===== src/rtl/spi_reg_pkg.sv =====
// rtl/spi_reg_pkg.sv - opcode constants and frame state encoding for spi_reg_bank
package spi_reg_pkg;

  localparam logic [7:0] OPC_ID       = 8'h06;
  localparam logic [7:0] OPC_LED      = 8'hA1;
  localparam logic [7:0] OPC_BURST_WR = 8'hB0;
  localparam logic [7:0] OPC_READ     = 8'hB1;

  typedef enum logic [3:0] {
    ST_IDLE,
    ST_CMD,
    ST_ID_TX,
    ST_LED_WR,
    ST_CH_WR,
    ST_BURST_IDX,
    ST_BURST_DATA,
    ST_RD_IDX,
    ST_RD_TX,
    ST_DRAIN
  } state_e;

endpackage


===== src/rtl/spi_ncs_sync.sv =====
// rtl/spi_ncs_sync.sv - chip-select synchroniser with edge pulses
// Two stages resynchronise ncs; the third holds the previous value for edge detection.
module spi_ncs_sync (
  input  logic clk_i,
  input  logic rst_i,
  input  logic ncs_i,
  output logic ncs_s_o,
  output logic rise_o,
  output logic fall_o
);

  logic [2:0] sync_q;

  always_ff @(posedge clk_i) begin
    if (rst_i) begin
      sync_q <= 3'b111;
    end else begin
      sync_q <= {sync_q[1:0], ncs_i};
    end
  end

  assign ncs_s_o = sync_q[1];
  assign rise_o  = sync_q[1] & ~sync_q[2];
  assign fall_o  = ~sync_q[1] & sync_q[2];

endmodule


===== src/rtl/spi_reg_bank.sv =====
// rtl/spi_reg_bank.sv - SPI-framed register bank with shadow/active channel and LED registers
// Writes land in shadow copies and only reach the outputs when a clean frame ends.
module spi_reg_bank
  import spi_reg_pkg::*;
#(
  parameter int         NUM_CH   = 12,
  parameter logic [7:0] CMD_BASE = 8'hA3,
  parameter logic [7:0] ID_VALUE = 8'hD4
) (
  input  logic                  clk,
  input  logic                  rst,
  input  logic                  ncs,
  input  logic                  rx_done,
  input  logic [7:0]            rx_data,
  input  logic                  tx_done,
  output logic                  tx_req,
  output logic [7:0]            tx_data,
  output logic [2:0]            led,
  output logic [NUM_CH*8-1:0]   ch_value,
  output logic                  commit,
  output logic                  frame_err
);

  localparam int         CW       = NUM_CH * 8;
  localparam logic [7:0] NUM_CH_B = 8'(NUM_CH);
  localparam logic [3:0] NUM_CH_N = 4'(NUM_CH);

  state_e          state_q, state_d;
  logic [3:0]      idx_q, idx_d;
  logic            dirty_q, dirty_d;
  logic            err_q, err_d;
  logic [2:0]      led_q, led_d;
  logic [2:0]      led_sh_q, led_sh_d;
  logic [CW-1:0]   act_q, act_d;
  logic [CW-1:0]   sh_q, sh_d;
  logic            tx_req_q, tx_req_d;
  logic [7:0]      tx_data_q, tx_data_d;
  logic            commit_q, commit_d;
  logic            ferr_q, ferr_d;

  logic            ncs_s, ncs_rise, ncs_fall;
  logic [7:0]      ch_off;

  spi_ncs_sync u_ncs_sync (
    .clk_i   (clk),
    .rst_i   (rst),
    .ncs_i   (ncs),
    .ncs_s_o (ncs_s),
    .rise_o  (ncs_rise),
    .fall_o  (ncs_fall)
  );

  assign ch_off = rx_data - CMD_BASE;

  always_comb begin
    state_d   = state_q;
    idx_d     = idx_q;
    dirty_d   = dirty_q;
    err_d     = err_q;
    led_d     = led_q;
    led_sh_d  = led_sh_q;
    act_d     = act_q;
    sh_d      = sh_q;
    tx_req_d  = tx_req_q;
    tx_data_d = tx_data_q;
    commit_d  = 1'b0;
    ferr_d    = 1'b0;

    if (ncs_rise) begin
      // Frame end: a byte arriving in this cycle is dropped by design.
      state_d  = ST_IDLE;
      tx_req_d = 1'b0;
      if (err_q) begin
        ferr_d   = 1'b1;
        sh_d     = act_q;
        led_sh_d = led_q;
      end else if (dirty_q) begin
        commit_d = 1'b1;
        act_d    = sh_q;
        led_d    = led_sh_q;
      end
      dirty_d = 1'b0;
      err_d   = 1'b0;
    end else if (!ncs_s) begin
      case (state_q)
        ST_IDLE: if (ncs_fall) state_d = ST_CMD;
        ST_CMD: if (rx_done) begin
          if (rx_data == OPC_ID) begin
            state_d   = ST_ID_TX;
            tx_req_d  = 1'b1;
            tx_data_d = ID_VALUE;
          end else if (rx_data == OPC_LED) begin
            state_d = ST_LED_WR;
          end else if (rx_data == OPC_BURST_WR) begin
            state_d = ST_BURST_IDX;
          end else if (rx_data == OPC_READ) begin
            state_d = ST_RD_IDX;
          end else if (ch_off < NUM_CH_B) begin
            idx_d   = ch_off[3:0];
            state_d = ST_CH_WR;
          end else begin
            err_d   = 1'b1;
            state_d = ST_DRAIN;
          end
        end
        ST_ID_TX, ST_RD_TX: if (tx_done) begin
          tx_req_d = 1'b0;
          state_d  = ST_DRAIN;
        end
        ST_LED_WR: if (rx_done) begin
          led_sh_d = rx_data[2:0];
          dirty_d  = 1'b1;
          state_d  = ST_DRAIN;
        end
        ST_CH_WR: if (rx_done) begin
          sh_d[{idx_q, 3'b000} +: 8] = rx_data;
          dirty_d = 1'b1;
          state_d = ST_DRAIN;
        end
        ST_BURST_IDX: if (rx_done) begin
          if (rx_data < NUM_CH_B) begin
            idx_d   = rx_data[3:0];
            state_d = ST_BURST_DATA;
          end else begin
            err_d   = 1'b1;
            state_d = ST_DRAIN;
          end
        end
        ST_BURST_DATA: if (rx_done) begin
          // Running past the last channel is an error, never a wrap.
          if (idx_q == NUM_CH_N) begin
            err_d = 1'b1;
          end else begin
            sh_d[{idx_q, 3'b000} +: 8] = rx_data;
            dirty_d = 1'b1;
            idx_d   = idx_q + 4'd1;
          end
        end
        ST_RD_IDX: if (rx_done) begin
          if (rx_data < NUM_CH_B) begin
            tx_data_d = act_q[{rx_data[3:0], 3'b000} +: 8];
            tx_req_d  = 1'b1;
            state_d   = ST_RD_TX;
          end else begin
            err_d   = 1'b1;
            state_d = ST_DRAIN;
          end
        end
        default: ;
      endcase
    end
  end

  always_ff @(posedge clk) begin
    if (rst) begin
      state_q   <= ST_IDLE;
      idx_q     <= '0;
      dirty_q   <= 1'b0;
      err_q     <= 1'b0;
      led_q     <= '0;
      led_sh_q  <= '0;
      act_q     <= '0;
      sh_q      <= '0;
      tx_req_q  <= 1'b0;
      tx_data_q <= '0;
      commit_q  <= 1'b0;
      ferr_q    <= 1'b0;
    end else begin
      state_q   <= state_d;
      idx_q     <= idx_d;
      dirty_q   <= dirty_d;
      err_q     <= err_d;
      led_q     <= led_d;
      led_sh_q  <= led_sh_d;
      act_q     <= act_d;
      sh_q      <= sh_d;
      tx_req_q  <= tx_req_d;
      tx_data_q <= tx_data_d;
      commit_q  <= commit_d;
      ferr_q    <= ferr_d;
    end
  end

  // Gating with ncs_s drops the request in the very cycle the frame ends.
  assign tx_req    = tx_req_q & ~ncs_s;
  assign tx_data   = tx_data_q;
  assign led       = led_q;
  assign ch_value  = act_q;
  assign commit    = commit_q;
  assign frame_err = ferr_q;

endmodule


===== config.mk =====
export PLATFORM = sky130hd
export DESIGN_NAME = spi_reg_bank
export DESIGN_NICKNAME = d
export VERILOG_FILES = /design/src/rtl/spi_reg_pkg.sv /design/src/rtl/spi_ncs_sync.sv /design/src/rtl/spi_reg_bank.sv
export SDC_FILE = /design/constraint.sdc
export NUM_CORES = 1
export LEC_CHECK = 0
export ABC_AREA = 0
export BUFFER_PORTS_ARGS = -buffer_cell sky130_fd_sc_hd__buf_2
export CAP_MARGIN = 20
export CORE_AREA = 2 2 148 150
export DETAILED_ROUTE_END_ITERATION = 8
export DIE_AREA = 0 0 150 152
export PLACE_DENSITY = 0.69
export SETUP_SLACK_MARGIN = 0.05
export SYNTH_ARGS = -nofsm -noshare
export SYNTH_HDL_FRONTEND = slang
export SYNTH_SLANG_ARGS = --single-unit

===== constraint.sdc =====
create_clock -name clk -period 2.65 [get_ports clk]
set_clock_uncertainty 0.1 [all_clocks]
set_input_delay 0.3975 -clock clk [delete_from_list [all_inputs] [get_ports clk]]
set_output_delay 0.3975 -clock clk [all_outputs]
set_load 0.1 [all_outputs]

==> reports/qor.yml, run 1 <==
run_status:
  outcome: "finished, final reports clean"
detailed_routing:
  final_antenna_net_count: 0
  vias: 9890
  drc: 0
  drt-initial-drc-count: 1143
  wire_per_inst_um: 20.7
  viasPerCell: 6.10
  dr.pass1.iters: 6
  drt-total-wl_um: 33500
job:
  maxCapViolations: 0
hold_path:
  hp-start: "rx_data[6]"
  hold_class: "in2reg"
yosys:
  ys_seq_elements: 222
  synth_xor_area_share_pct: 0.502
  syn_area_mm2: 0.0105
  synth_edf_count: 0
  synth_compound_area_share_pct: 23.8
  synth_cells: 1240
  ys_seq_area_share_pct: 42.5
  synthFlopType: "dfxtp_1"
  synth_top_family_by_area: "compound AO/OA/AOI/OAI gates"
  yosys.area_share.simple_pct: 20.4
  syn-num-nets: 1260
  ys_warn_count: 0
  synth.mux.area_fraction_pct: 6.21
  synth.distinct_cells: 77
  async_flop_share_pct: 0
  synth_fa_ha_area_share_pct: 0.837
  synth.avg_cell_area_um2: 8.44
timing:
  fin_tns_setup_ns: 0
  fin_crit_ns: 2.42
  fmax_mhz: 414
  setup_ws_ns: 0.232
  max_slew.worst_pin.slew_ns: 0.801
  hold_slack_ns: 0.167
  hold_viol: 0
  slew_headroom_pct: 46.4
  min_period_over_period_pct: 91.2
  final_max_slew_viol_count: 0
  finalSetupViolCount: 0
  rsz0062_at_grt: "no"
layout:
  regArea_mm2: 0.00444
  syn_to_final_growth_pct: 15.9
  antenna_cells: 0
  final_nets: 1344
  n_fill_cell: 1941
  postLayoutCellArea_mm2: 0.0121
  multi_input_area_mm2: 0.00544
  drive_above_1_share_pct: 20.7
worst_setup_path:
  crit_path_end_kind: "flip-flop"
  cp_top_family: "compound AO/OA/AOI/OAI gates"
  startpoint: "idx_q[0]"
  cp.required_ns: 2.94
  slowest_stage: "or4_4"
  arrival_ns: 2.71
  reg2reg_from: "idx_q[0]"
  path_max_fanout: 11
  critical_path_class: "reg2reg"
  worst_path_largest_cell_delay_ns: 0.47
  worstPathCellList: "inv_1 -> ha_2 -> or4_4 -> nor2_1 -> a21o_2 -> a21oi_1 -> a2111oi_0 -> nor3_1"
  cp.buffers_inverters: 1
  startpoint_type: "flip-flop"
power:
  powerDensity_mw_per_mm2: 581
  vdd_drop_max_mv: 0.390
  total_power_mw: 7.05
  power.leakage_nw: 4.28
grt:
  grt_overflow: 0
  grt_pass1_vias: 9083
  grt_pass1_wl_um: 51500
  track_usage_pct: 28.4
  antenna_found_initial: 0
  grt_max_degree: 101
die:
  fp.dieH_um: 152
  die_x_um: 150
  rows: 54
  initial_utilization_pct: 49.0
  coreArea_mm2: 0.0214
  ioPinCount: 123
  dieArea_mm2: 0.0228
place:
  dpl_cell_area_mm2: 0.0113
  pre_cts_slack_ns: 0.127
  place.gp.congestion: 0.932
  detailed_place_hpwl_um: 21700
  io_buffer_count: 122
clock_network:
  clockBufferDepth: 3
  htreeDepth: 1
  cts_made_buffers: 24
  clock-sinks: 222
  cts_tree: "built"
  cts_root_buf: "clkbuf_16"
  clkSlewWorstSetupHoldPaths_ns: 0.06
  clk_latency_ns: 0.53
layout by cell type (no fill, tap or decap), types with 25 or more instances in the layout:
master,n
a211oi_1,38
a21oi_1,165
a22oi_1,46
buf_2,121
buf_4,42
clkbuf_16,25
dfxtp_1,222
nand2_1,260
nor2_1,97
nor3_1,35
final timing paths:
kind | to | slack [ns] | depth (start not counted)
setup / recovery | sh_q[82] | 0.23 | 8
hold / removal | sh_q[94] | 0.17 | 3
hold reg to reg | u_ncs_sync.sync_q[1] | 0.32 | 1
setup reg to reg | sh_q[82] | 0.23 | 8
stage by stage:
step | cells | utilization, %
after detailed placement | 1573 | 52.8
after global routing | 1621 | 56.8
after global placement | 1573 | 52.8
final | 1621 | 56.8
after CTS | 1617 | 56.6
after floorplan | 1240 | -
Yosys cell counts, drive strengths merged, types with 11 or more instances:
cell    instances  area (um^2)
buf            45          314
clkbuf         69          260
mux4           24          541
a22oi          46          345
a311oi         26          240
and2           11         71.3
mux2i          11          110
a221oi         16          140
nor2b          21          131
nand2         261          987
a21oi         171          916
nor2          102          400
dfxtp         222         4440
o21ai          15         75.1
a211oi         44          360
nor3           36          185
cell families (layout without fill, tap and decap cells):
family | Yosys count | count (layout)
simple gates | 479 | 480
compound gates | 367 | 367
flops | 222 | 222
buf+inv | 124 | 224
mux | 35 | 35
fa+ha+maj | 7 | 7
xor+xnor | 6 | 6
power breakdown:
group | internal (mW) | leakage, nW | total (mW) | switching (mW)
Sequential | 3.34 | 1.79 | 3.35 | 0.00635
Combinational | 0.0865 | 2.10 | 0.312 | 0.226
Clock | 2.01 | 0.398 | 3.39 | 1.38
Total | 5.44 | 4.28 | 7.05 | 1.61
worst reg2reg max path, stage by stage, from the launching register on:
cell,delay (ns)
dfxtp_1,0.33
inv_1,0.07
ha_2,0.27
or4_4,0.47
nor2_1,0.15
a21o_2,0.16
a21oi_1,0.19
a2111oi_0,0.43
nor3_1,0.11
per-layer routing:
metal / wire, um / global-route usage [%]
met5: 0 / 0
met4: 1300 / 10.6
met3: 2920 / 5.74
met2: 15400 / 44.3
met1: 13900 / 38.8
cell type report:
type / instances / share of cell area, %
clock buffers: 37 / 6.10
clock inverters: 6 / 0.485
inverters: 10 / 0.309
multi-input cells: 895 / 44.8
flip-flops and latches: 222 / 36.6
well taps: 280 / 2.89
repair buffers: 171 / 8.75
registers in the layout, summed over array words and instances (netlist names), 3 cells and up:
name,cells
led_sh_q,3
idx_q,4
ch_value,96
led,3
sh_q,96
u_ncs_sync.sync_q,3
state_q,4
tx_data,8
repair_timing:
| action | CTS | global route |
|---|---|---|
| resized for setup | 0 | 3 |
| buffers inserted | 0 | 3 |
| endpoints found under the hold margin | 1 | 0 |
| setup endpoints to repair | 0 | 72 |
| hold buffers | 1 | 0 |
(Power assumes the default switching activity.)
==> run 2: changes to the inputs <==
--- a/config.mk
+++ b/config.mk
@@ -8,11 +8,12 @@
 export ABC_AREA = 0
 export BUFFER_PORTS_ARGS = -buffer_cell sky130_fd_sc_hd__buf_2
 export CAP_MARGIN = 20
-export CORE_AREA = 2 2 148 150
+export CORE_AREA = 2 2 149 151
 export DETAILED_ROUTE_END_ITERATION = 8
-export DIE_AREA = 0 0 150 152
+export DIE_AREA = 0 0 151 153
 export PLACE_DENSITY = 0.69
 export SETUP_SLACK_MARGIN = 0.05
 export SYNTH_ARGS = -nofsm -noshare
 export SYNTH_HDL_FRONTEND = slang
+export SYNTH_HIERARCHICAL = 1
 export SYNTH_SLANG_ARGS = --single-unit
==> reports/qor.yml, run 2 <==
run_status:
  outcome: "finished, final reports clean"
hold_path:
  min_path_cells: 2
  hold_class: "in2reg"
grt:
  track_usage_pct: 28.3
  antenna_found_initial: 0
  grt_max_degree: 112
  grt_overflow: 0
  grt_pass1_wl_um: 51900
  grt_pass1_vias: 9123
worst_setup_path:
  worst_path_largest_cell_delay_ns: 0.63
  path_max_fanout: 12
  worstPathCellList: "buf_4 -> or4b_1 -> a31oi_1 -> a21oi_1 -> and2_1 -> o22ai_1 -> nor2_1"
  path_depth: 7
  slowest_stage: "or4b_1"
  crit_path_end_kind: "flip-flop"
  ff2ff_path_depth: 7
  critical_path_class: "reg2reg"
  cp.buffers_inverters: 1
  cp_top_family: "simple AND/OR/NAND/NOR gates"
  arrival_ns: 2.72
  startpoint_type: "flip-flop"
  cp.required_ns: 2.94
yosys:
  synth.avg_cell_area_um2: 8.49
  synth_top_cell_by_area: "dfxtp_1"
  async_flop_share_pct: 0
  synth_cells: 1240
  ys_seq_elements: 222
  synth_area_leaders: "dfxtp_1, a21oi_1, nand2_1"
  synthFlopType: "dfxtp_1"
  synth.distinct_cells: 78
  yosys.area_share.simple_pct: 19.2
  yosysMostFrequentCell: "nand2_1"
  synth_xor_area_share_pct: 0.499
  syn_area_mm2: 0.0105
  synth_top_area_share_pct: 42.2
  ys_warn_count: 6
  ys_top_cells_by_count: "nand2_1, dfxtp_1, a21oi_1"
  synth.mux.area_fraction_pct: 5.89
  synth_compound_area_share_pct: 25.6
  synth_top_family_by_area: "compound AO/OA/AOI/OAI gates"
  synth_fa_ha_area_share_pct: 0.832
  synth_edf_count: 0
  syn-num-nets: 1260
  ys_seq_area_share_pct: 42.2
place:
  pre_cts_slack_ns: 0.209
  io_buffer_count: 122
  detailed_place_hpwl_um: 21700
  place.gp.congestion: 0.836
  place_inst: 1566
clock_network:
  clock-sinks: 222
  cts_made_buffers: 25
  clockBufferDepth: 3
  htreeDepth: 1
  clk_latency_ns: 0.53
  cts_root_buf: "clkbuf_16"
  clkSlewWorstSetupHoldPaths_ns: 0.06
  cts_tree: "built"
layout:
  drive_above_1_share_pct: 20.7
  syn_to_final_growth_pct: 16.4
  antenna_cells: 0
  final_common_cell: "nand2_1"
  final_cells: 1619
  final_cell_mix: "nand2_1, dfxtp_1, a21oi_1"
  final_nets: 1341
die:
  dieArea_mm2: 0.0231
  coreArea_mm2: 0.0215
  initial_utilization_pct: 49.0
  die_x_um: 151
  rows: 54
  fp.dieH_um: 153
  ioPinCount: 123
detailed_routing:
  dr.pass1.iters: 5
  drt-total-wl_um: 33300
  wire_per_inst_um: 20.6
  final_antenna_net_count: 0
  drt-initial-drc-count: 1108
  vias: 9792
  drc: 0
  viasPerCell: 6.05
power:
  powerDensity_mw_per_mm2: 582
  p_seq_share_pct: 46.8
  pwr-share-comb_pct: 4.5
  p_clk_share_pct: 48.7
  switchingPower_mw: 1.62
  switching_share_pct: 22.7
  power.leakage_nw: 4.34
  internal-power_mw: 5.51
  vdd_drop_max_mv: 0.483
timing:
  fmax_mhz: 411
  slew_headroom_pct: 49.9
  hold_slack_ns: 0.157
  setup_ws_ns: 0.215
  hold_viol: 0
  fin_tns_setup_ns: 0
  min_period_over_period_pct: 91.9
  final_max_slew_viol_count: 0
  rsz0062_at_grt: "no"
  max_slew.worst_pin.slew_ns: 0.748
  finalSetupViolCount: 0
  fin_crit_ns: 2.44
job:
  maxCapViolations: 0
## run 2: cell count changes after synthesis, sizes merged, moves of 5 or more
cell	delta
nand2	-36
nor2b	+15
a221oi	-16
a32oi	+8
nor3	-28
a21oi	+15
o22ai	+19
nor2	+13
a2111oi	-7
a21boi	+5
a311oi	-17
a211oi	+35
and2	-5
## run 2: power by group through the flow
stage / registers, mW / logic [mW] / clock network (mW)
after floorplan: 3.41 / 0.200 / 0
after global placement: 3.42 / 0.310 / 0
after detailed placement: 3.42 / 0.311 / 0
after CTS: 3.34 / 0.313 / 3.50
after global routing: 3.34 / 0.338 / 3.63
final: 3.34 / 0.318 / 3.48
## run 2: timing repair
item                       in CTS  in global routing
hold buffers                    1                  0
gates resized for setup         0                  4
hold endpoints to repair        1                  0
setup buffers                   0                  7
setup endpoints to repair       0                 52
## run 2: area by class of cell
class / instances / area [um^2]
clock buffers: 39 / 768
well taps: 280 / 350
flip-flops and latches: 222 / 4440
clock inverters: 6 / 62.6
multi-input cells: 895 / 5500
inverters: 7 / 26.3
fillers: 1958 / 9230
repair buffers: 170 / 1100
## run 2: worst paths after layout
kind,startpoint,endpoint,slack [ns]
hold reg to reg,u_ncs_sync/sync_q[0],u_ncs_sync/sync_q[1],0.31
hold / removal,rst,commit,0.16
setup reg to reg,state_q[1],tx_data[7],0.21
setup / recovery,state_q[1],tx_data[7],0.21
## run 2: per-layer routing
| metal | track usage [%] | share of wire, % | vias to the layer above |
|---|---|---|---|
| li1 | - | - | 4615 |
| met1 | 40.0 | 42 | 4662 |
| met2 | 44.3 | 45 | 451 |
| met5 | 0 | 0 | - |
| met4 | 8.59 | 3.2 | 0 |
| met3 | 5.10 | 9.0 | 64 |
## run 2: cells by family (layout without fill, tap and decap cells)
group                    after synthesis  after routing
XOR/XNOR                               6              6
buffers and inverters                123            222
AO/OA/AOI/OAI                        411            411
multiplexers                          32             32
flip-flops                           222            222
adder cells (fa/ha/maj)                7              7
AND/OR/NAND/NOR                      439            439
## run 2: worst register-to-register path, stage by stage, from the launching register on
cell     delay (ns)
dfxtp_1        0.47
buf_4          0.25
or4b_1         0.63
a31oi_1        0.26
a21oi_1        0.12
and2_1         0.25
o22ai_1        0.17
nor2_1         0.05
## run 2: metrics by stage
stage               power (mW)  area (um^2)  utilization [%]
detailed placement        3.73        11300             52.6
floorplan                 3.61        10500                -
global route              7.31        12300             57.0
global placement          3.73        11300             52.6
CTS                       7.16        12100             56.5
finish                    7.13        12300             57.0
==> run 3: changes to the inputs <==
==> constraint.sdc (replaced) <==
create_clock -name clk -period 2.65 [get_ports clk]
set_clock_uncertainty 0.1 [all_clocks]
set_input_delay 0 -clock clk [delete_from_list [all_inputs] [get_ports clk]]
set_output_delay 0 -clock clk [all_outputs]
set_load 0.1 [all_outputs]
==> reports/qor.yml, run 3 (synthesis gave the netlist of run 2 again) <==
run_status:
  outcome: "finished, final reports clean"
detailed_routing:
  drc: 0
  dr.pass1.iters: 7
  drt-total-wl_um: 32900
  wire_per_inst_um: 20.3
  final_antenna_net_count: 0
  viasPerCell: 6.08
  vias: 9833
  drt-initial-drc-count: 988
timing:
  rsz0062_at_grt: "yes"
  hold_viol: 0
  fmax_mhz: 396
  min_period_over_period_pct: 95.3
  finalSetupViolCount: 0
  final_max_slew_viol_count: 0
  max_slew.worst_pin.slew_ns: 0.716
  slew_headroom_pct: 52.2
  fin_tns_setup_ns: 0
  fin_crit_ns: 2.52
worst_setup_path:
  cp.buffers_inverters: 2
  ff2ff_path_depth: 9
  worst_path_largest_cell_delay_ns: 0.39
  cp.required_ns: 2.97
  critical_path_class: "reg2reg"
  path_depth: 9
  arrival_ns: 2.85
  path_max_fanout: 15
  slowest_stage: "o211ai_1"
  crit_path_end_kind: "flip-flop"
  startpoint_type: "flip-flop"
  cp_top_family: "compound AO/OA/AOI/OAI gates"
  worstPathCellList: "inv_1 -> ha_1 -> or2_2 -> o211ai_1 -> a41oi_1 -> nor2_4 -> buf_12 -> nor2_1 -> a211oi_1"
hold_path:
  min_path_cells: 5
  hold_class: "in2reg"
layout:
  post-route-util_pct: 56.9
  final_common_cell: "nand2_1"
  final_nets: 1343
  drive_above_1_share_pct: 20.0
  final_cell_mix: "nand2_1, dfxtp_1, a21oi_1"
  syn_to_final_growth_pct: 16.0
  antenna_cells: 0
power:
  powerDensity_mw_per_mm2: 573
  power.leakage_nw: 4.32
  pwr-share-comb_pct: 4.7
  switchingPower_mw: 1.59
  p_clk_share_pct: 47.6
  p_seq_share_pct: 47.7
  vdd_drop_max_mv: 0.433
  internal-power_mw: 5.41
  switching_share_pct: 22.7
clock_network:
  clkSlewWorstSetupHoldPaths_ns: 0.06
  clk_latency_ns: 0.53
  cts_made_buffers: 24
  clock-sinks: 222
  clockBufferDepth: 3
  cts_root_buf: "clkbuf_16"
  htreeDepth: 1
  cts_tree: "built"
die:
  ioPinCount: 123
  coreArea_mm2: 0.0215
  fp.dieH_um: 153
  initial_utilization_pct: 49.0
  rows: 54
  dieArea_mm2: 0.0231
  die_x_um: 151
grt:
  antenna_found_initial: 0
  grt_overflow: 0
  grt_pass1_wl_um: 50800
  grt_pass1_vias: 8935
  track_usage_pct: 27.8
  grt_max_degree: 116
job:
  maxCapViolations: 0
place:
  place.gp.congestion: 0.896
  detailed_place_hpwl_um: 21500
  io_buffer_count: 122
-- run 3: cell types whose count changed in the layout (fill, tap and decap cells not counted), sizes merged --
cell	change
dlygate4sd3	+11
buf	-8
inv	-1
clkinv	-1
clkbuf	-3
-- run 3: final timing paths --
path / startpoint / to / slack (ns)
setup / recovery: idx_q[0] / sh_q[20] / 0.13
hold reg to reg: u_ncs_sync/sync_q[0] / u_ncs_sync/sync_q[1] / 0.31
setup reg to reg: idx_q[0] / sh_q[20] / 0.13
hold / removal: tx_done / state_q[3] / 0.06
-- run 3: cell type report --
| cell class | count | area [um^2] |
|---|---|---|
| fill | 1982 | 9270 |
| tap | 280 | 350 |
| inverter | 7 | 26.3 |
| timing repair buffer | 173 | 1100 |
| clock inverter | 4 | 56.3 |
| clock buffer | 36 | 726 |
| multi-input combinational | 895 | 5510 |
| sequential | 222 | 4450 |
-- run 3: per-stage QoR --
| step | area, um^2 | worst slack [ns] | std cells | hold slack, ns | total power, mW |
|---|---|---|---|---|---|
| after detailed placement | 11200 | 0.170 | 1561 | 0.0886 | 3.72 |
| final | 12200 | 0.126 | 1617 | 0.0581 | 7.00 |
| after floorplan | 10500 | 0.286 | 1240 | -0.00286 | 3.61 |
| after global placement | 11200 | 0.240 | 1561 | 0.0873 | 3.72 |
| after CTS | 12100 | 0.0961 | 1613 | 0.0341 | 7.03 |
| after global routing | 12200 | -0.0496 | 1617 | 0.0870 | 7.19 |
-- run 3: repair_timing --
action                                  in CTS  in global routing
gates resized for setup                      0                  8
endpoints found under the setup margin       0                 32
hold endpoints to repair                    66                  0
hold buffers                                12                  0
buffers inserted                             0                  4
-- run 3: worst min-delay path, delay by kind of cell --
kind	cells	cell delay [ns]
buffers and inverters	1	0.08
and+or+nand+nor	2	0.27
AOI/OAI and AO/OA	2	0.29
-- run 3: power by group through the flow --
stage          clock (mW)  sequential [mW]  combinational, mW
2_1_floorplan           0             3.41              0.199
3_3_place_gp            0             3.41              0.304
3_5_place_dp            0             3.41              0.306
4_1_cts              3.36             3.34              0.321
5_1_grt              3.50             3.34              0.348
6_report             3.33             3.34              0.327
-- run 3: routing by layer --
| metal | up-vias | track usage, % | share of wire [%] |
|---|---|---|---|
| met5 | - | 0 | 0 |
| met4 | 0 | 9.79 | 3.6 |
| met3 | 72 | 4.39 | 7.6 |
| met2 | 429 | 42.3 | 45 |
| met1 | 4727 | 39.9 | 44 |
| li1 | 4605 | - | - |
